File: src/rtl/fcp6_pkg.sv
// Shared definitions for the FCP6 receive path.
//   ctrl_e      : 2-bit lane control encodings
//   rx_state_e  : receiver FSM states
//   FRAME_SYMS  : DATA symbols in a well-formed frame
//   CNT_SAT     : saturation value of the symbol counter (one past a full frame)
//   BCAST_ADDR  : header address accepted by every node
package fcp6_pkg;

  typedef enum logic [1:0] {
    CTRL_IDLE  = 2'b00,
    CTRL_START = 2'b01,
    CTRL_DATA  = 2'b10,
    CTRL_END   = 2'b11
  } ctrl_e;

  typedef enum logic {
    RX_IDLE,
    RX_RECV
  } rx_state_e;

  localparam int         FRAME_SYMS = 8;
  localparam logic [3:0] CNT_SAT    = 4'd9;
  localparam logic [3:0] BCAST_ADDR = 4'hF;

endpackage

File: src/rtl/fcp6_rx_if.sv
// FCP6 link bundle between a sender (master) and the receiver (slave).
//   ctrl, data       : lane symbols driven by the sender
//   ack              : one-cycle frame-accepted pulse back to the sender
//   busy             : receiver is inside a frame
//   rx_valid         : one-cycle pulse, new rx_header/rx_data loaded
//   rx_header/rx_data: last accepted frame contents (held)
//   rx_err           : one-cycle framing error / timeout pulse
interface fcp6_rx_if;
  logic [1:0] ctrl;
  logic [1:0] data;
  logic       ack;
  logic       busy;
  logic       rx_valid;
  logic [7:0] rx_header;
  logic [7:0] rx_data;
  logic       rx_err;

  modport master (
    output ctrl, data,
    input  ack, busy, rx_valid, rx_header, rx_data, rx_err
  );

  modport slave (
    input  ctrl, data,
    output ack, busy, rx_valid, rx_header, rx_data, rx_err
  );
endinterface

File: src/rtl/fcp6_deser.sv
// 16-bit symbol deserialiser: shifts 2-bit symbols in MSB pair first and
// counts them with a 4-bit counter that saturates at CNT_SAT, so any
// overlong frame stays distinguishable from a full one.
//   clk, rst     : clock, synchronous active-high reset
//   clear_i      : zero the shift register and the counter
//   shift_en_i   : shift sym_i in and bump the counter
//   sym_i        : incoming 2-bit symbol
//   shreg_o      : {header, data} once a full frame is in
//   count_o      : symbols received since the last clear
module fcp6_deser
  import fcp6_pkg::*;
(
  input  logic        clk,
  input  logic        rst,
  input  logic        clear_i,
  input  logic        shift_en_i,
  input  logic [1:0]  sym_i,
  output logic [15:0] shreg_o,
  output logic [3:0]  count_o
);

  logic [15:0] shreg_q, shreg_d;
  logic [3:0]  count_q, count_d;

  always_comb begin
    shreg_d = shreg_q;
    count_d = count_q;
    if (clear_i) begin
      shreg_d = '0;
      count_d = '0;
    end else if (shift_en_i) begin
      shreg_d = {shreg_q[13:0], sym_i};
      if (count_q != CNT_SAT) begin
        count_d = count_q + 4'd1;
      end
    end
  end

  always_ff @(posedge clk) begin
    if (rst) begin
      shreg_q <= '0;
      count_q <= '0;
    end else begin
      shreg_q <= shreg_d;
      count_q <= count_d;
    end
  end

  assign shreg_o = shreg_q;
  assign count_o = count_q;

endmodule

File: src/rtl/fcp6_rx.sv
// FCP6 link receiver. Collects START / 8x DATA / END frames, checks length
// and address (ADDR or broadcast), and reports the result one cycle after
// END: ack + rx_valid with the new header/data, or rx_err. A stall of
// TIMEOUT consecutive IDLE symbols inside a frame, or a START inside a
// frame, also raises rx_err.
//   clk, rst : clock, synchronous active-high reset
//   bus      : fcp6_rx_if slave modport (lane inputs, status outputs)
module fcp6_rx
  import fcp6_pkg::*;
#(
  parameter logic [3:0] ADDR    = 4'h3,
  parameter int         TIMEOUT = 16
) (
  input  logic      clk,
  input  logic      rst,
  fcp6_rx_if.slave  bus
);

  localparam int            IW      = $clog2(TIMEOUT + 1);
  // The IDLE that takes the run length to TIMEOUT is the aborting one.
  localparam logic [IW-1:0] TO_LAST = IW'(TIMEOUT - 1);

  ctrl_e         ctrl;
  rx_state_e     state_q;
  logic [IW-1:0] idle_cnt_q;
  logic          ack_q, valid_q, err_q;
  logic [7:0]    hdr_q, data_q;

  logic [15:0]   shreg;
  logic [3:0]    count;
  logic          deser_clear, deser_shift, addr_ok, full_frame;

  assign ctrl = ctrl_e'(bus.ctrl);

  // START always begins a fresh frame, whether from IDLE or as a restart.
  assign deser_clear = (ctrl == CTRL_START);
  assign deser_shift = (state_q == RX_RECV) && (ctrl == CTRL_DATA);

  fcp6_deser u_deser (
    .clk       (clk),
    .rst       (rst),
    .clear_i   (deser_clear),
    .shift_en_i(deser_shift),
    .sym_i     (bus.data),
    .shreg_o   (shreg),
    .count_o   (count)
  );

  assign full_frame = (count == 4'(FRAME_SYMS));
  assign addr_ok    = (shreg[15:12] == ADDR) || (shreg[15:12] == BCAST_ADDR);

  always_ff @(posedge clk) begin
    if (rst) begin
      state_q    <= RX_IDLE;
      idle_cnt_q <= '0;
      ack_q      <= 1'b0;
      valid_q    <= 1'b0;
      err_q      <= 1'b0;
      hdr_q      <= '0;
      data_q     <= '0;
    end else begin
      ack_q   <= 1'b0;
      valid_q <= 1'b0;
      err_q   <= 1'b0;
      case (state_q)
        RX_IDLE: begin
          if (ctrl == CTRL_START) begin
            state_q    <= RX_RECV;
            idle_cnt_q <= '0;
          end
        end
        RX_RECV: begin
          case (ctrl)
            CTRL_DATA: idle_cnt_q <= '0;
            CTRL_IDLE: begin
              if (idle_cnt_q == TO_LAST) begin
                err_q      <= 1'b1;
                state_q    <= RX_IDLE;
                idle_cnt_q <= '0;
              end else begin
                idle_cnt_q <= idle_cnt_q + IW'(1);
              end
            end
            CTRL_START: begin
              err_q      <= 1'b1;
              idle_cnt_q <= '0;
            end
            CTRL_END: begin
              state_q    <= RX_IDLE;
              idle_cnt_q <= '0;
              if (!full_frame) begin
                err_q <= 1'b1;
              end else if (addr_ok) begin
                ack_q   <= 1'b1;
                valid_q <= 1'b1;
                hdr_q   <= shreg[15:8];
                data_q  <= shreg[7:0];
              end
            end
            default: ;
          endcase
        end
        default: state_q <= RX_IDLE;
      endcase
    end
  end

  assign bus.ack       = ack_q;
  assign bus.rx_valid  = valid_q;
  assign bus.rx_err    = err_q;
  assign bus.busy      = (state_q == RX_RECV);
  assign bus.rx_header = hdr_q;
  assign bus.rx_data   = data_q;

endmodule

File: src/flat_wrapper.sv
// flat-port wrapper written by rule: the top's interface ports become plain ports
module fcp6_rx_flat import fcp6_pkg::*;
#(
  parameter logic [3:0] ADDR    = 4'h3,
  parameter int         TIMEOUT = 16
)
  (clk, rst, bus_ctrl, bus_data, bus_ack, bus_busy, bus_rx_valid, bus_rx_header, bus_rx_data, bus_rx_err);
  fcp6_rx_if bus_i ();
  input  logic clk;
  input  logic rst;
  input wire logic [$bits(bus_i.ctrl)-1:0] bus_ctrl;
  input wire logic [$bits(bus_i.data)-1:0] bus_data;
  output wire logic [$bits(bus_i.ack)-1:0] bus_ack;
  output wire logic [$bits(bus_i.busy)-1:0] bus_busy;
  output wire logic [$bits(bus_i.rx_valid)-1:0] bus_rx_valid;
  output wire logic [$bits(bus_i.rx_header)-1:0] bus_rx_header;
  output wire logic [$bits(bus_i.rx_data)-1:0] bus_rx_data;
  output wire logic [$bits(bus_i.rx_err)-1:0] bus_rx_err;
  assign bus_i.ctrl = bus_ctrl;
  assign bus_i.data = bus_data;
  assign bus_ack = bus_i.ack;
  assign bus_busy = bus_i.busy;
  assign bus_rx_valid = bus_i.rx_valid;
  assign bus_rx_header = bus_i.rx_header;
  assign bus_rx_data = bus_i.rx_data;
  assign bus_rx_err = bus_i.rx_err;
  fcp6_rx #(.ADDR(ADDR), .TIMEOUT(TIMEOUT)) u_core (.clk(clk), .rst(rst), .bus(bus_i));
endmodule
File: config.mk
export PLATFORM = sky130hd
export DESIGN_NAME = fcp6_rx_flat
export DESIGN_NICKNAME = d
export VERILOG_FILES = /design/src/rtl/fcp6_pkg.sv /design/src/rtl/fcp6_rx_if.sv /design/src/rtl/fcp6_deser.sv /design/src/rtl/fcp6_rx.sv /design/src/flat_wrapper.sv
export SDC_FILE = /design/constraint.sdc
export NUM_CORES = 1
export LEC_CHECK = 0
export CAP_MARGIN = 40
export CORE_ASPECT_RATIO = 0.5
export CORE_MARGIN = 2
export CORE_UTILIZATION = 50
export DETAILED_ROUTE_END_ITERATION = 7
export DONT_BUFFER_PORTS = 1
export SETUP_SLACK_MARGIN = 0.15
export SLEW_MARGIN = 20
export SYNTH_ARGS = -nofsm -noshare
export SYNTH_HDL_FRONTEND = slang
export SYNTH_HIERARCHICAL = 1
export SYNTH_SLANG_ARGS = --single-unit
File: constraint.sdc
create_clock -name clk -period 2.2 [get_ports clk]
set_input_delay 0.44 -clock clk [delete_from_list [all_inputs] [get_ports clk]]
set_output_delay 0.44 -clock clk [all_outputs]
set_load 0.02 [all_outputs]
# Word-level counts from Yosys, hierarchy flattened
# Index checks and enable logic that the tools add are counted.
dict set report word_totals {
  register_bits 44
  inputBits 6
  out_inout_bits 20
  wordCells 43
}
dict set report op_classes {
  add_sub_neg 2
  n_eq_ne 9
  mux 12
  bitwise 3
  reduce_logical 9
}
# cell count
set op_table {}
lappend op_table {{$pmux 5 s2} 2}
lappend op_table {{$mux 5} 2}
lappend op_table {{$eq 4x4->1 const B} 2}
lappend op_table {{$add 5x1->5 const B} 1}
lappend op_table {{$eq 5x4->1 const B} 1}
lappend op_table {{$mux 1} 5}
lappend op_table {{$add 4x1->4 const B} 1}
lappend op_table {{$eq 2x2->1 const B} 2}
lappend op_table {{$eq 4x2->1 const B} 1}
lappend op_table {{$ne 4x4->1 const B} 1}
lappend op_table {{$pmux 1 s2} 2}
lappend op_table {{$reduce_and 4->1} 1}
lappend op_table {{$reduce_or 2->1} 2}
lappend op_table {{$reduce_or 4->1} 1}
lappend op_table {{$not 1->1} 3}
lappend op_table {{$pmux 1 s3} 1}
lappend op_table {{$reduce_or 3->1} 1}
lappend op_table {{$eq 2x1->1 const B} 1}
lappend op_table {{$logic_not 2->1} 1}
lappend op_table {{$ne 2x1->1 const B} 1}
lappend op_table {{$reduce_and 2->1} 1}
lappend op_table {{$logic_and 1x1->1} 1}
lappend op_table {{$logic_or 1x1->1} 1}

# Longest topological paths before layout
# Gate-level depths: netlist (run 1).
dict set report depth {
  word_depth 4
  mapped_depth 6
  ltp_nobuf 5
}

# By module
# The synthesis (run 1) kept the hierarchy.
# module n_inst cells_each area_per_inst_um2 seq_area_each_um2
set modules_own_cells {}
lappend modules_own_cells {fcp6_rx 1 115 1108.6 480.5}
lappend modules_own_cells {fcp6_deser 1 76 795.8 400.4}

# Least setup slack after synthesis (run 1)
# OpenSTA, ideal clock, no wires.
dict set report synth_path {
  path_type {register to register}
  startpoint {register u_core.u_deser.count_q[1] (netlist: u_core/u_deser/count_o[1])}
  endpoint {register u_core.data_q[0] (netlist: u_core/bus.rx_data[0])}
  setup_time_ns 0.072
  arrival_ns 1.700
  t_required_ns 2.128
  slack_ns 0.428
  path_stages_with_launch 5
  path_buffers 1
  period_less_slack_ns 1.772
  cell_sequence {dfxtp_1 or4b_4 nor4_4 buf_6 mux2i_1}
}
dict set report synth_between {
  elab_chain_cells 2
}
# item line_no
set synth_lines {}
lappend synth_lines {{start, declared} fcp6_deser.sv:23} ;# logic [3:0] count_q, count_d;
lappend synth_lines {{start signal, assigned} fcp6_deser.sv:45} ;# count_q <= count_d;
lappend synth_lines {{$eq 4x4->1} fcp6_rx.sv:49} ;# assign full_frame = (count == 4'(FRAME_SYMS));
lappend synth_lines {{$reduce_and 4->1 (no line)} n/a}
lappend synth_lines {{end signal, assigned} fcp6_rx.sv:97} ;# data_q <= shreg[7:0];
lappend synth_lines {{end, declared} fcp6_rx.sv:27} ;# logic [7:0] hdr_q, data_q;
# No other way between the ends.
# A chain may end at the register's enable or synchronous reset.

# Final worst setup path (run 1)
dict set report layout_path {
  startpoint {register u_core.u_deser.count_q[0] (netlist: u_core/u_deser/count_o[0])}
  endpoint {register u_core.data_q[5] (netlist: u_core/bus.rx_data[5])}
}
# The elaborated chain is that of the path after synthesis.

==> flow_summary.toml, run 1 <==
[clock_network]
cts_sinks = 44
cts_tree = "done"
clk-insertion-delay-late_ns = 0.29
postCtsResizedCells = 0
clock_path_buffers = 2
ctsHoldBuffers = 0
clk_pin_slew_ns = 0.08
numCtsBuffers = 5
root_buffer = "clkbuf_8"
ctsHtreeMaxLevel = 2
post_cts_buffers = 0

[final_layout]
nFillCells = 330
instances_no_fill = 241
syn_to_final_growth_pct = 4.73
diodes = 0
drive_gt1_frac = 0.0789
multiInputGateArea_sq_um = 920
final_nets = 198
register_area_sq_um = 881

[setup_path]
crit_cells = 4
worst-path-buf-inv = 1
reg2reg_slack_ns = 0.43
cp_max_fo = 14
path_cells = "or4b_4 -> nor4_4 -> buf_4 -> mux2i_1"
r2r_cells = 4
cp.arrival_ns = 1.98
startpoint_type = "register"
regToRegStartpoint = "u_core/u_deser/count_o[0]"
crit_path_end_kind = "register"
crit_family = "simple AND/OR/NAND/NOR gates"
slowest_delay_ns = 0.56
critPathSlowestCell = "or4b_4"
critPathRequiredTime_ns = 2.42
crit_type = "reg -> reg"
cp-startpoint = "u_core/u_deser/count_o[0]"

[sta]
relSlewSlack = 0.590
fmax_ghz = 0.567
grt_setup_unrepaired = "no"
final_hold_viol_count = 0
finalClockSkew_ns = 0.00636
tightestPinTransition_ns = 0.613
setup_tns_ns = 0
slew_viol_final = 0
fin_crit_sh = 0.802
setup_viol = 0
period_needed_ns = 1.77

[die]
initial_core_util = 0.537
core-area_sq_um = 3550
io_pins = 26
die_height_um = 47.6
die_x_um = 91.3
die_area_sq_um = 4350
num_rows = 15

[yosys]
synth-simple-area-share = 0.234
syn_inst = 191
async_flop_share = 0
synth_top_family_by_area = "simple AND/OR/NAND/NOR gates"
synth_compound_area_frac = 0.0565
synth_area_per_cell_sq_um = 9.97
yosysWarnings = 6
synth_edf_count = 0
synth_nets = 200
mappedNetlistArea_sq_um = 1900
synth-seq-cells = 44
synth_cell_type_count = 32
synthXorXnorAreaFrac = 0.0138
synthMuxAreaShare = 0.158
synthAdderAreaFrac = 0.0197
synth_flop_cell = "dfxtp_1"
yosysSeqAreaShare = 0.463

[grt]
grt_pass1_wl_um = 5330
grt_max_degree = 40
grt_pass1_vias = 1199
grt_usage = 0.161
antenna_found_initial = 0
overflow = 0

[min_path]
hold_path_depth = 1
worstHoldStart = "rst"
hold_class = "in -> reg"

[route]
ant_nets = 0
wl_um = 3170
drc = 0
vias = 1270
dr.pass1.iters = 4
vias_per_cell = 5.27
drtIter0Drc = 66
wl_per_cell_um = 13.2

[job]
maxCapViolCount = 0

[pwr]
ir_drop_uv = 375
powerDensity_nw_per_um2 = 679
leakage_nw = 0.644

[place]
dp.cells = 233
numPortBuffers = 0
gp_congestion = 0.766
dpl.hpwl_um = 2050

[status]
run_status = "completed"
cell families (layout without fill, tap and decap cells):
group / after synthesis / in the layout
simple gates: 77 / 77
fa+ha+maj: 3 / 3
buf+inv: 17 / 16
mux: 30 / 30
flops: 44 / 44
xor+xnor: 3 / 3
compound gates: 17 / 17
area by class of cell:
class	instances	share of cell area
Sequential cell	44	0.442
Inverter	6	0.0113
Clock inverter	2	0.00502
Clock buffer	6	0.0414
Tap cell	51	0.0320
Multi-Input combinational cell	130	0.461
Timing Repair Buffer	2	0.00753
Yosys cell counts, types with 2 or more instances:
library cell,number,area share
nand3_1,4,0.011
buf_4,2,0.0079
nor2_1,20,0.039
nand3b_1,4,0.016
clkbuf_1,4,0.0079
nand4_1,2,0.0066
xor2_1,3,0.014
mux2i_1,30,0.16
buf_6,3,0.018
nand2b_1,33,0.11
nand2_1,6,0.012
ha_1,3,0.020
dfxtp_1,44,0.46
inv_1,6,0.012
a21oi_1,10,0.026
per-layer routing:
metal,vias up,GRT usage,part of all wire
li1,640,-,-
met1,593,0.188,0.50
met2,35,0.284,0.43
met3,2,0.0646,0.066
met4,0,0.0545,0.0038
met5,-,0,0
report_power, final:
group | internal (W) | leakage [nW] | switching [W]
clock | 0.000251 | 0.0510 | 0.000261
combinational | 0.0000193 | 0.239 | 0.0000196
sequential | 0.000798 | 0.355 | 0.00000570
total | 0.00107 | 0.644 | 0.000287
stage by stage:
stage	hold WS (ns)	cell area, sq um	util	worst slack [ns]	total power (W)
4_1_cts	0.201	1990	0.562	0.419	0.00138
6_report	0.212	1990	0.562	0.435	0.00136
2_1_floorplan	0.422	1900	-	0.428	0.000868
3_3_place_gp	0.433	1900	0.536	0.485	0.000861
3_5_place_dp	0.447	1900	0.536	0.444	0.000862
5_1_grt	0.196	1990	0.562	0.327	0.00141
worst paths after layout:
kind | endpoint
hold reg to reg | u_core/idle_cnt_q[4]
setup / recovery | u_core/bus.rx_data[5]
setup reg to reg | u_core/bus.rx_data[5]
hold / removal | u_core/idle_cnt_q[0]
cells in the final DEF (no fill, tap or decap), types with 2 or more instances in the layout:
master / count
xor2_1: 3
nor2_1: 19
a21oi_1: 10
clkbuf_8: 6
clkinv_2: 2
mux2i_1: 30
nand2b_1: 33
nand3b_1: 4
nand4_1: 2
ha_1: 3
buf_4: 2
dfxtp_1: 44
nand2_1: 6
nand3_1: 4
inv_1: 6
registers in the layout, summed over array words and instances (netlist names):
name / count
u_core/u_deser/count_o: 4
u_core/bus.rx_err: 1
u_core/idle_cnt_q: 5
u_core/u_deser/shreg_o: 16
u_core/bus.rx_header: 8
u_core/bus.rx_valid: 1
u_core/bus.busy: 1
u_core/bus.rx_data: 8
(Power assumes the default switching activity.)
==> run 2: changes to the inputs <==
==> constraint.sdc (replaced) <==
create_clock -name clk -period 1.7 [get_ports clk]
set_input_delay 0.34 -clock clk [delete_from_list [all_inputs] [get_ports clk]]
set_output_delay 0.34 -clock clk [all_outputs]
set_load 0.02 [all_outputs]
==> run 2 against run 1 <==
  * Sequential power grew 29%
  * Die area is the same
  * Global-route usage grew 1.2 points
  * Worst setup slack lost 0.34 ns
  * Register-to-register slack lost 0.34 ns
  * Design area grew 3.8%
  * Non-clock buffer count grew 5
  * Clock-buffer cell count is the same
==> flow_summary.toml, run 2 (same netlist as run 1, synthesis figures left out) <==
[sta]
setup_tns_ns = 0
slew_viol_final = 0
fin_crit_sh = 0.946
relSlewSlack = 0.747
period_needed_ns = 1.61
fmax_ghz = 0.622
final_hold_viol_count = 0
grt_setup_unrepaired = "yes"
setup_ws_ns = 0.0914
hold_slack_ns = 0.105
finalClockSkew_ns = 0.00822
tightestPinTransition_ns = 0.378
setup_viol = 0

[die]
die_area_sq_um = 4350
initial_core_util = 0.537
io_pins = 26
core-area_sq_um = 3550
die_x_um = 91.3
num_rows = 15
die_height_um = 47.6

[setup_path]
cp_max_fo = 3
crit_family = "simple AND/OR/NAND/NOR gates"
r2r_cells = 3
crit_type = "reg -> reg"
slowest_delay_ns = 0.56
critPathSlowestCell = "or4b_4"
reg2reg_slack_ns = 0.09
startpoint_type = "register"
path_cells = "or4b_4 -> or4_4 -> a21oi_1"
cp.arrival_ns = 1.84
worst-path-buf-inv = 0
crit_path_end_kind = "register"
critPathRequiredTime_ns = 1.93
crit_cells = 3

[final_layout]
largest_reg_flops = 16
drive_gt1_frac = 0.123
post-route-util = 0.583
mostFrequentLayoutCell = "dfxtp_1"
diodes = 0
syn_to_final_growth_pct = 8.67
most-common-layout-cells = "dfxtp_1 (41), nand2b_1 (33), mux2i_1 (30), nor2_1 (19), a21oi_1 (10)"
final_nets = 203

[route]
vias_per_cell = 5.08
routed-wl-met3_um = 182
wl_met2_um = 1400
vias = 1249
drc = 0
met1Wirelength_um = 1720
wl_um = 3350
highest_layer = "met4"
drtIter0Drc = 28
wl_per_cell_um = 13.6
dr.pass1.iters = 4
ant_nets = 0

[place]
dp_slack_ns = 0.0616
numPortBuffers = 0
dpl.hpwl_um = 2230
gp_congestion = 0.833

[pwr]
total_power_w = 0.00179
ir_drop_uv = 457
powerDensity_nw_per_um2 = 865
leakage_nw = 0.673

[clock_network]
root_buffer = "clkbuf_8"
clock_path_buffers = 2
numCtsBuffers = 5
cts_sinks = 44
clk_pin_slew_ns = 0.08
ctsHoldBuffers = 0
clk-insertion-delay-late_ns = 0.30
ctsHtreeMaxLevel = 2
cts_tree = "done"

[job]
maxCapViolCount = 0

[grt]
overflow = 0
grt_usage = 0.173
antenna_found_initial = 0
grt_pass1_wl_um = 5650
grt_max_degree = 40
grt_pass1_vias = 1205

[status]
run_status = "completed"

[min_path]
hold_path_depth = 1
hold_class = "in -> reg"
==> run 2: layout make-up <==
class                      instances  area [sq um]
clock buffer                       6          82.6
clock inverter                     2          15.0
fill                             320          1480
inverter                           6          22.5
multi-input combinational        130           923
sequential                        44           885
tap                               51          63.8
timing repair buffer               7          77.6
==> run 2: what timing repair did <==
action / CTS / global route
setup endpoints to repair: 17 / 17
gates resized for setup: 2 / 0
setup buffers: 1 / 0
pin swaps: 1 / 0
==> run 2: where the power goes <==
group / switching, W / total, W / internal [W]
sequential: 0.00000457 / 0.00104 / 0.00103
combinational: 0.0000292 / 0.0000585 / 0.0000293
clock: 0.000365 / 0.000694 / 0.000329
total: 0.000398 / 0.00179 / 0.00139
==> run 2: per-layer routing <==
layer,vias to the layer above,global-route usage
met3,5,0.0614
met2,21,0.293
met4,0,0.0727
li1,648,-
met5,-,0
met1,575,0.211
==> run 2: path summary, 6_finish.rpt <==
path,startpoint,end
max,u_core/u_deser/count_o[0],u_core/bus.rx_header[5]
min,rst,u_core/idle_cnt_q[0]
max reg2reg,u_core/u_deser/count_o[0],u_core/bus.rx_header[5]
min reg2reg,u_core/idle_cnt_q[4],u_core/idle_cnt_q[4]
==> run 2: metrics by stage <==
| stage | cells | cell area [sq um] |
|---|---|---|
| detailed placement | 237 | 1960 |
| finish | 246 | 2070 |
| global route | 246 | 2070 |
| global placement | 237 | 1960 |
| CTS | 246 | 2070 |
| floorplan | 191 | 1910 |
